$ cat src/rtl/lcd_8_to_32_bits_dfa_if.sv
// rtl/lcd_8_to_32_bits_dfa_if.sv - Avalon-ST 8-bit sink and 32-bit source bundle for the LCD read-back packer
// The slave modport is the packer itself; the master modport is whatever feeds and drains it.
interface lcd_8_to_32_bits_dfa_if;
  logic [7:0]  in_data;
  logic        in_valid;
  logic        in_ready;
  logic        in_startofpacket;
  logic        in_endofpacket;
  logic [31:0] out_data;
  logic        out_valid;
  logic        out_ready;
  logic        out_startofpacket;
  logic        out_endofpacket;
  logic [1:0]  out_empty;

  modport master (
    output in_data, in_valid, in_startofpacket, in_endofpacket, out_ready,
    input  in_ready, out_data, out_valid, out_startofpacket, out_endofpacket, out_empty
  );

  modport slave (
    input  in_data, in_valid, in_startofpacket, in_endofpacket, out_ready,
    output in_ready, out_data, out_valid, out_startofpacket, out_endofpacket, out_empty
  );
endinterface

$ cat src/rtl/lcd_8_to_32_bits_dfa.sv
// rtl/lcd_8_to_32_bits_dfa.sv - packs an 8-bit symbol stream into big-endian 32-bit beats with framing
// Symbol 0 of a beat lands in [31:24]; short final words report unused low lanes through out_empty.
module lcd_8_to_32_bits_dfa (
  input  logic                         clk,
  input  logic                         reset_n,
  lcd_8_to_32_bits_dfa_if.slave        st,
  output logic                         protocol_error
);

  logic        init_done;
  logic [23:0] acc;
  logic [1:0]  count;
  logic        acc_sop;
  logic        in_pkt;

  logic [31:0] out_data_q;
  logic        out_valid_q;
  logic        out_sop_q;
  logic        out_eop_q;
  logic [1:0]  out_empty_q;
  logic        error_q;

  logic        in_ready_c;
  logic        accept;
  logic        restart;
  logic [1:0]  eff_count;
  logic [23:0] eff_acc;
  logic        complete;
  logic [31:0] word_next;
  logic        violation;
  logic        drain;

  always_comb begin
    in_ready_c = init_done && (!out_valid_q || st.out_ready);
    accept     = st.in_valid && in_ready_c;
    // A new SOP over a partial word abandons that word and restarts at lane 0.
    restart    = st.in_startofpacket && (count != 2'd0);
    eff_count  = restart ? 2'd0 : count;
    eff_acc    = restart ? 24'h0 : acc;
    complete   = (eff_count == 2'd3) || st.in_endofpacket;
    violation  = accept && (restart || (!in_pkt && !st.in_startofpacket));
    drain      = out_valid_q && st.out_ready;
    word_next  = 32'h0;
    case (eff_count)
      2'd0:    word_next = {st.in_data, 24'h0};
      2'd1:    word_next = {eff_acc[23:16], st.in_data, 16'h0};
      2'd2:    word_next = {eff_acc[23:8], st.in_data, 8'h0};
      default: word_next = {eff_acc, st.in_data};
    endcase
  end

  always_ff @(posedge clk or negedge reset_n) begin
    if (!reset_n) begin
      init_done   <= 1'b0;
      acc         <= 24'h0;
      count       <= 2'd0;
      acc_sop     <= 1'b0;
      in_pkt      <= 1'b0;
      out_data_q  <= 32'h0;
      out_valid_q <= 1'b0;
      out_sop_q   <= 1'b0;
      out_eop_q   <= 1'b0;
      out_empty_q <= 2'd0;
      error_q     <= 1'b0;
    end else begin
      init_done <= 1'b1;
      if (violation)
        error_q <= 1'b1;
      if (accept) begin
        if (st.in_startofpacket)
          in_pkt <= 1'b1;
        if (st.in_endofpacket)
          in_pkt <= 1'b0;
      end
      if (accept && complete) begin
        out_data_q  <= word_next;
        out_valid_q <= 1'b1;
        out_sop_q   <= (eff_count == 2'd0) ? st.in_startofpacket : acc_sop;
        out_eop_q   <= st.in_endofpacket;
        out_empty_q <= 2'd3 - eff_count;
        acc         <= 24'h0;
        count       <= 2'd0;
        acc_sop     <= 1'b0;
      end else begin
        if (accept) begin
          acc   <= word_next[31:8];
          count <= eff_count + 2'd1;
          if (eff_count == 2'd0)
            acc_sop <= st.in_startofpacket;
        end
        if (drain)
          out_valid_q <= 1'b0;
      end
    end
  end

  assign st.in_ready          = in_ready_c;
  assign st.out_data          = out_data_q;
  assign st.out_valid         = out_valid_q;
  assign st.out_startofpacket = out_sop_q;
  assign st.out_endofpacket   = out_eop_q;
  assign st.out_empty         = out_empty_q;
  assign protocol_error       = error_q;

endmodule

$ cat src/flat_wrapper.sv
// flat-port wrapper written by rule: the top's interface ports become plain ports
module lcd_8_to_32_bits_dfa_flat 
  (clk, reset_n, protocol_error, st_in_data, st_in_valid, st_in_startofpacket, st_in_endofpacket, st_out_ready, st_in_ready, st_out_data, st_out_valid, st_out_startofpacket, st_out_endofpacket, st_out_empty);
  lcd_8_to_32_bits_dfa_if st_i ();
  input  logic clk;
  input  logic reset_n;
  output logic protocol_error;
  input wire logic [$bits(st_i.in_data)-1:0] st_in_data;
  input wire logic [$bits(st_i.in_valid)-1:0] st_in_valid;
  input wire logic [$bits(st_i.in_startofpacket)-1:0] st_in_startofpacket;
  input wire logic [$bits(st_i.in_endofpacket)-1:0] st_in_endofpacket;
  input wire logic [$bits(st_i.out_ready)-1:0] st_out_ready;
  output wire logic [$bits(st_i.in_ready)-1:0] st_in_ready;
  output wire logic [$bits(st_i.out_data)-1:0] st_out_data;
  output wire logic [$bits(st_i.out_valid)-1:0] st_out_valid;
  output wire logic [$bits(st_i.out_startofpacket)-1:0] st_out_startofpacket;
  output wire logic [$bits(st_i.out_endofpacket)-1:0] st_out_endofpacket;
  output wire logic [$bits(st_i.out_empty)-1:0] st_out_empty;
  assign st_i.in_data = st_in_data;
  assign st_i.in_valid = st_in_valid;
  assign st_i.in_startofpacket = st_in_startofpacket;
  assign st_i.in_endofpacket = st_in_endofpacket;
  assign st_i.out_ready = st_out_ready;
  assign st_in_ready = st_i.in_ready;
  assign st_out_data = st_i.out_data;
  assign st_out_valid = st_i.out_valid;
  assign st_out_startofpacket = st_i.out_startofpacket;
  assign st_out_endofpacket = st_i.out_endofpacket;
  assign st_out_empty = st_i.out_empty;
  lcd_8_to_32_bits_dfa u_core (.clk(clk), .reset_n(reset_n), .st(st_i), .protocol_error(protocol_error));
endmodule
$ cat config.mk
export PLATFORM = sky130hd
export DESIGN_NAME = lcd_8_to_32_bits_dfa_flat
export DESIGN_NICKNAME = d
export VERILOG_FILES = /design/src/rtl/lcd_8_to_32_bits_dfa_if.sv /design/src/rtl/lcd_8_to_32_bits_dfa.sv /design/src/flat_wrapper.sv
export SDC_FILE = /design/constraint.sdc
export NUM_CORES = 1
export LEC_CHECK = 0
export CORE_UTILIZATION = 45
export CTS_CLUSTER_DIAMETER = 150
export DETAILED_ROUTE_END_ITERATION = 8
export DONT_BUFFER_PORTS = 1
export GPL_TIMING_DRIVEN = 0
export PLACE_DENSITY = 0.67
export RECOVER_POWER = 50
export SYNTH_ARGS = -nofsm -noshare
export SYNTH_HDL_FRONTEND = slang
export SYNTH_SLANG_ARGS = --single-unit
export TNS_END_PERCENT = 20
$ cat constraint.sdc
create_clock -name clk -period 2.3 [get_ports clk]
set_input_delay 0.345 -clock clk [delete_from_list [all_inputs] [get_ports clk]]
set_output_delay 0.345 -clock clk [all_outputs]
set_load 0.05 [all_outputs]
==> results of run 1 <==
-- worst paths after layout --
| check | start | end | slack (ns) | depth (start not counted) |
|---|---|---|---|---|
| min reg2reg | u_core.acc[16]$_DFFE_PN0P_ | u_core.acc[16]$_DFFE_PN0P_ | 0.51 | 1 |
| max reg2reg | u_core.count[1]$_DFFE_PN0P_ | u_core.acc[18]$_DFFE_PN0P_ | 0.18 | 8 |
| max in group asynchronous | reset_n | u_core.in_pkt$_DFFE_PN0P_ | 0.51 | 2 |
| max | u_core.count[1]$_DFFE_PN0P_ | u_core.acc[18]$_DFFE_PN0P_ | 0.18 | 8 |
| min | st_in_endofpacket | u_core.in_pkt$_DFFE_PN0P_ | 0.08 | 1 |
| min in group asynchronous | reset_n | u_core.acc[9]$_DFFE_PN0P_ | 0.93 | 2 |
-- layout by cell type, fill, tap and decap left out, drive strengths merged --
cell type and n:
nor2 1, inv 12, ha 6, nand3b 1, dfrtp 67, nand4b 1
o21ai 24, conb 1, clkbuf 14, o21a 1, nand2 25, bufinv 1
a21o 4, a22o 33, nor2b 4, nand3 1, nand2b 3, buf 13
and3 4, a22oi 16, and2 3, o31a 2, clkinv 3, a21oi 11
clkinvlp 1, dlygate4sd3 1, a221oi 8
-- stage by stage --
step	cells	area, um2	power (W)	setup WS (ns)	utilization, %
after detailed placement	318	2960	0.00186	0.165	49.1
after CTS	336	3190	0.00287	0.165	52.9
after floorplan	243	2870	0.00180	0.430	-
after global routing	336	3170	0.00297	0.0454	52.6
after global placement	318	2960	0.00186	0.157	49.1
final	336	3170	0.00284	0.179	52.6
-- state kept, by name, indices dropped and copies added (netlist names) --
register and flops:
u_core.st.out_valid 1, u_core.st.out_empty 2, u_core.init_done 1, u_core.count 2, u_core.protocol_error 1, u_core.st.out_data 32, u_core.st.out_endofpacket 1, u_core.in_pkt 1
u_core.acc_sop 1, u_core.st.out_startofpacket 1, u_core.acc 24
-- worst reg2reg max path, cell delays in order (launching register included) --
cell and delay (ns):
dfrtp_1 0.36, nor2b_1 0.36, inv_1 0.15, ha_1 0.25
nor2b_1 0.13, buf_2 0.20, and3_4 0.21, buf_6 0.13
a22o_1 0.23
-- final cells by class --
class | count | area [um2]
Buffer | 16 | 90.1
Clock buffer | 10 | 128
Clock inverter | 6 | 65.1
Fill cell | 534 | 2860
Inverter | 11 | 41.3
Multi-Input combinational cell | 149 | 1060
Sequential cell | 67 | 1680
Tap cell | 75 | 93.8
Timing Repair Buffer | 2 | 15.0
-- report_power, final --
group | leakage, nW | internal, W | switching, W | total, W
combinational | 0.518 | 0.000107 | 0.000162 | 0.000269
clock | 0.0966 | 0.000503 | 0.000476 | 0.000979
sequential | 0.877 | 0.00128 | 0.000314 | 0.00160
-- logic make-up after synthesis --
| logic type | count (synthesis) | share of synthesized area, % |
|---|---|---|
| AOI/OAI and AO/OA | 99 | 25.9 |
| adders and majority gates | 6 | 2.62 |
| buffers and inverters | 27 | 4.58 |
| DFF | 67 | 58.5 |
| other | 1 | 0.131 |
| and+or+nand+nor | 43 | 8.25 |
-- what timing repair did --
item / CTS / global route
hold endpoints to repair: 67 / 0
hold buffers: 2 / 0
gates resized for setup: 0 / 1
setup buffers: 0 / 0
setup endpoints to repair: 0 / 12
-- per-layer routing --
layer	wire length, um	GRT usage, %
met1	3160	30.4
met2	2880	29.9
met3	401	7.33
met4	108	8.95
met5	0	0
==> results.ini, run 1 <==
[detailed_routing]
drt_iter0_drc=121
viasPerCell=5.85
drtPass1Iterations=4
wirelength_um=6550
ant_nets=0
wire_per_inst_um=19.5
drc=0
dr_total_vias=1964

[global_routing]
antenna_found_initial=0
first_global_vias=1896
grt_max_degree=68
grt-ovfl-total=0
grt_pass1_wl_um=10100
grt_usage_pct=21.5

[timing]
rsz0062_at_grt=false
fin_worst_skew_ns=0.0124
fin_tns_setup_ns=0
period_share_pct=92.2
worst_slew_pin_slew_ns=1.45
hold_viol=0
layout_min_cycle_time_ns=2.12
slew_viol_final=0
maxSlewHeadroom_pct=3.52
holdWs_ns=0.0834
finalSetupViolCount=0
fmax_ghz=0.471

[clock_tree]
clk_pin_slew_ns=0.07
root_buffer=clkbuf_8
cts_tree=done
clk_latency_ns=0.35
numCtsBuffers=9
htreeDepth=3
clockBufferDepth=2
clock_sinks=67

[yosys]
synth.most_common_cell=dfrtp_1
yosys.cell_types.count=31
synthCells=243
ys_warn_count=0
avgSynthCellArea_um2=11.8
async_reset_ff_share_pct=100
synth_area_leaders=dfrtp_1 (59%), a22o_1 (10%), a22oi_1 (4.2%), nand2_1 (3.3%), a221oi_2 (2.6%)
synth_largest_area_cell=dfrtp_1
netlist_top_cells_count=dfrtp_1 (67), a22o_1 (33), nand2_1 (25)
yosysTopAreaCellShare_pct=58.5
syn_area_um2=2870
seq_area_frac_synth_pct=58.5
syn_nets=263
synth_edf_count=0
synth_flop_cell=dfrtp_1
synth_seq_cells=67

[setup_path]
worstPathRequired_ns=2.54
cp_num_buf_inv=3
cpMostUsedCell=nor2b_1
crit_chain=nor2b_1, inv_1, ha_1, nor2b_1, buf_2, and3_4, buf_6, a22o_1
arrival_ns=2.36
worst_setup_path_start_kind=register
cpPeakStageDelay_ns=0.36
worstSetupPathType=reg -> reg
endpoint_kind=register
slowest_stage=dfrtp_1
cp_max_fo=9
cp_top_family=simple AND/OR/NAND/NOR gates

[power]
p_leak_nw=1.49
powerDensity_nw_per_um2=898
max-vdd-ir-drop_v=0.000540

[layout]
final_nets=276
drive_above_1_share_pct=16.1
diodes=0
syn_to_final_growth_pct=10.6

[floorplanning]
core_area_um2=6030
die_x_um=81.8
rows=28
ios=53
fp.dieH_um=81.8
initial_utilization_pct=47.5
die_area_um2=6690

[place]
dp_hpwl_um=4250
place.gp.congestion=0.744
port_buffers=0

[worst_hold_path]
hp-class=in -> reg

[status]
run_status=finished, final reports clean

[job]
drv_cap=0

Note: power is estimated with default switching activity, not from simulation.
==> run 2: changes to the inputs <==
Settings changed: CELL_PAD_IN_SITES_DETAIL_PLACEMENT from default to 1, CELL_PAD_IN_SITES_GLOBAL_PLACEMENT from default to 2, CORE_ASPECT_RATIO from default to 0.5, CORE_UTILIZATION 45 to 41, PLACE_DENSITY 0.67 to 0.85, SLEW_MARGIN from default to 20.
==> run 2 against run 1 <==
Compared with the run above: sequential power about the same; sequential share of layout area down 2.1 points; critical path depth unchanged; hold slack better by 0.021 ns; via count up 4.5%; cell count up 4.5%; clock power up 42%; power up 15%; combinational power up 3%; die area up 9.8%; flip-flop and latch count unchanged; setup slack worse by 0.0034 ns; largest power group unchanged.
==> results.ini, run 2 (synthesized netlist as in run 1, its figures left out) <==
[timing]
holdWs_ns=0.104  ; +0.0209 ns
fin_tns_setup_ns=0  ; unchanged
finalSetupViolCount=0  ; unchanged
period_share_pct=92.4  ; +0.15 points
hold_viol=0  ; unchanged
layout_min_cycle_time_ns=2.12  ; +0.00344 ns
worst_slew_pin_slew_ns=1.49  ; +0.0437 ns
slew_viol_final=0  ; unchanged
fin_worst_skew_ns=0.00369  ; -0.00871 ns
fmax_ghz=0.471  ; -0.16%
rsz0062_at_grt=false
maxSlewHeadroom_pct=0.606  ; -2.9 points

[clock_tree]
clock_sinks=67  ; unchanged
postCtsSetupBuffers=0  ; unchanged
clk_latency_ns=0.32  ; -0.03 ns
root_buffer=clkbuf_16
cts_tree=done
clockBufferDepth=2  ; unchanged
htreeDepth=3  ; unchanged
numCtsBuffers=9  ; unchanged
clk_pin_slew_ns=0.05  ; -0.02 ns

[global_routing]
grt_busiest_layer=met2
antenna_found_initial=0  ; unchanged
grtUsageMet3_pct=7.04  ; -0.30 points
first_global_vias=2158  ; +14%
grt-ovfl-total=0  ; unchanged
grt_pass1_wl_um=11800  ; +16%
grt_usage_pct=22.0  ; +0.45 points
use_met1_pct=28.4  ; -2.1 points
grt_max_degree=68  ; unchanged
met2_usage_pct=35.1  ; +5.1 points

[power]
max-vdd-ir-drop_v=0.000400  ; -26%
powerDensity_nw_per_um2=990  ; +10%
p_leak_nw=1.55  ; +3.6%

[layout]
diodes=0  ; unchanged
final_common_cell=dfrtp_1
final_core_util_pct=49.1  ; -3.5 points
final_nets=276  ; unchanged
layout_common_cells=dfrtp_1 (67), a22o_1 (33), nand2_1 (25)
drive_above_1_share_pct=16.2  ; +0.12 points
fill_cells=731  ; +37%
largest_register_ffs=32  ; unchanged
syn_to_final_growth_pct=15.2

[detailed_routing]
wirelength_um=7400  ; +13%
drt_iter0_drc=97  ; -20%
wire_per_inst_um=21.1  ; +8.1%
ant_nets=0  ; unchanged
drc=0  ; unchanged
dr_total_vias=2052  ; +4.5%
viasPerCell=5.85  ; about the same
drtPass1Iterations=4  ; unchanged

[setup_path]
worstSetupPathType=reg -> reg
cp_max_fo=10  ; +1
rrSetupSlack_ns=0.18  ; about the same
arrival_ns=2.34  ; -0.02 ns
worst_setup_path_start_kind=register
endpoint_kind=register
worstPathRequired_ns=2.51  ; -0.03 ns

[worst_hold_path]
hp-class=in -> reg

[floorplanning]
die_area_um2=7350  ; +9.8%
core_area_um2=6730  ; +12%
initial_utilization_pct=42.6  ; -5.0 points
rows=21  ; -25%
fp.dieH_um=61.1  ; -25%
ios=53  ; unchanged
die_x_um=120  ; +47%

[job]
drv_cap=0  ; unchanged

[place]
dp_hpwl_um=5000  ; +18%
place.gp.congestion=0.811  ; +8.9%
port_buffers=0  ; unchanged

[status]
run_status=finished, final reports clean

[run 2: changes by cell type in the layout (fill, tap and decap cells not counted), sizes merged]
| cell | delta |
|---|---|
| clkinvlp | -1 |
| clkinv | -2 |
| clkbuf | +2 |
| inv | -1 |
[run 2: repair_timing]
| item | CTS | global route |
|---|---|---|
| hold buffers | 2 | 0 |
| endpoints found under the hold margin | 67 | 0 |
| resized for setup | 1 | 1 |
| endpoints found under the setup margin | 1 | 14 |
[run 2: worst max-delay path, stage by stage, from the launching register on]
cell	delay, ns
dfrtp_1	0.39
nand2b_1	0.15
inv_1	0.13
ha_2	0.25
nor2_2	0.33
nand4b_4	0.28
buf_4	0.23
a21oi_1	0.08
a21o_1	0.16
[run 2: final timing paths]
path / from / end / depth (start not counted)
setup / recovery: u_core.count[0]$_DFFE_PN0P_ / u_core.st.out_startofpacket$_DFFE_PN0P_ / 8
hold / removal: st_in_endofpacket / u_core.in_pkt$_DFFE_PN0P_ / 1
setup reg to reg: u_core.count[0]$_DFFE_PN0P_ / u_core.st.out_startofpacket$_DFFE_PN0P_ / 8
hold reg to reg: u_core.acc[10]$_DFFE_PN0P_ / u_core.acc[10]$_DFFE_PN0P_ / 1
max in group asynchronous: reset_n / u_core.st.out_data[17]$_DFFE_PN0P_ / 2
min in group asynchronous: reset_n / u_core.st.out_data[27]$_DFFE_PN0P_ / 2
[run 2: per-layer routing]
metal	part of all wire (%)	wire [um]	vias to the layer above
met5	0	0	-
met4	2.1	154	0
li1	-	-	913
met3	6.8	504	16
met2	44	3280	57
met1	47	3460	1066
[run 2: layout make-up]
cell class                      instances  area, um2  area share (%)
Sequential cell                        67       1680            50.8
Multi-Input combinational cell        149       1060            32.2
Clock buffer                           12        267            8.07
Tap cell                               92        115            3.49
Buffer                                 16       90.1            2.73
Inverter                               11       41.3            1.25
Clock inverter                          2       35.0            1.06
Timing Repair Buffer                    2       15.0           0.455
[run 2: where the power goes]
part	leakage (nW)	switching, W	internal [W]
sequential	0.877	0.000317	0.00128
combinational	0.518	0.000168	0.000108
clock	0.151	0.000478	0.000913
[run 2: through the flow]
step	area, um2	power (W)	std cells	setup WS, ns
6_report	3300	0.00327	351	0.175
4_1_cts	3320	0.00331	351	0.0919
3_3_place_gp	2980	0.00186	335	0.143
3_5_place_dp	2980	0.00188	335	0.0450
5_1_grt	3300	0.00341	351	0.00456
2_1_floorplan	2870	0.00180	243	0.430
==> run 3: changes to the inputs <==
Settings changed: SLEW_MARGIN 20 to default.
==> results of run 3 <==
No change in the layout: final DEF, timing and power equal those of run 2.
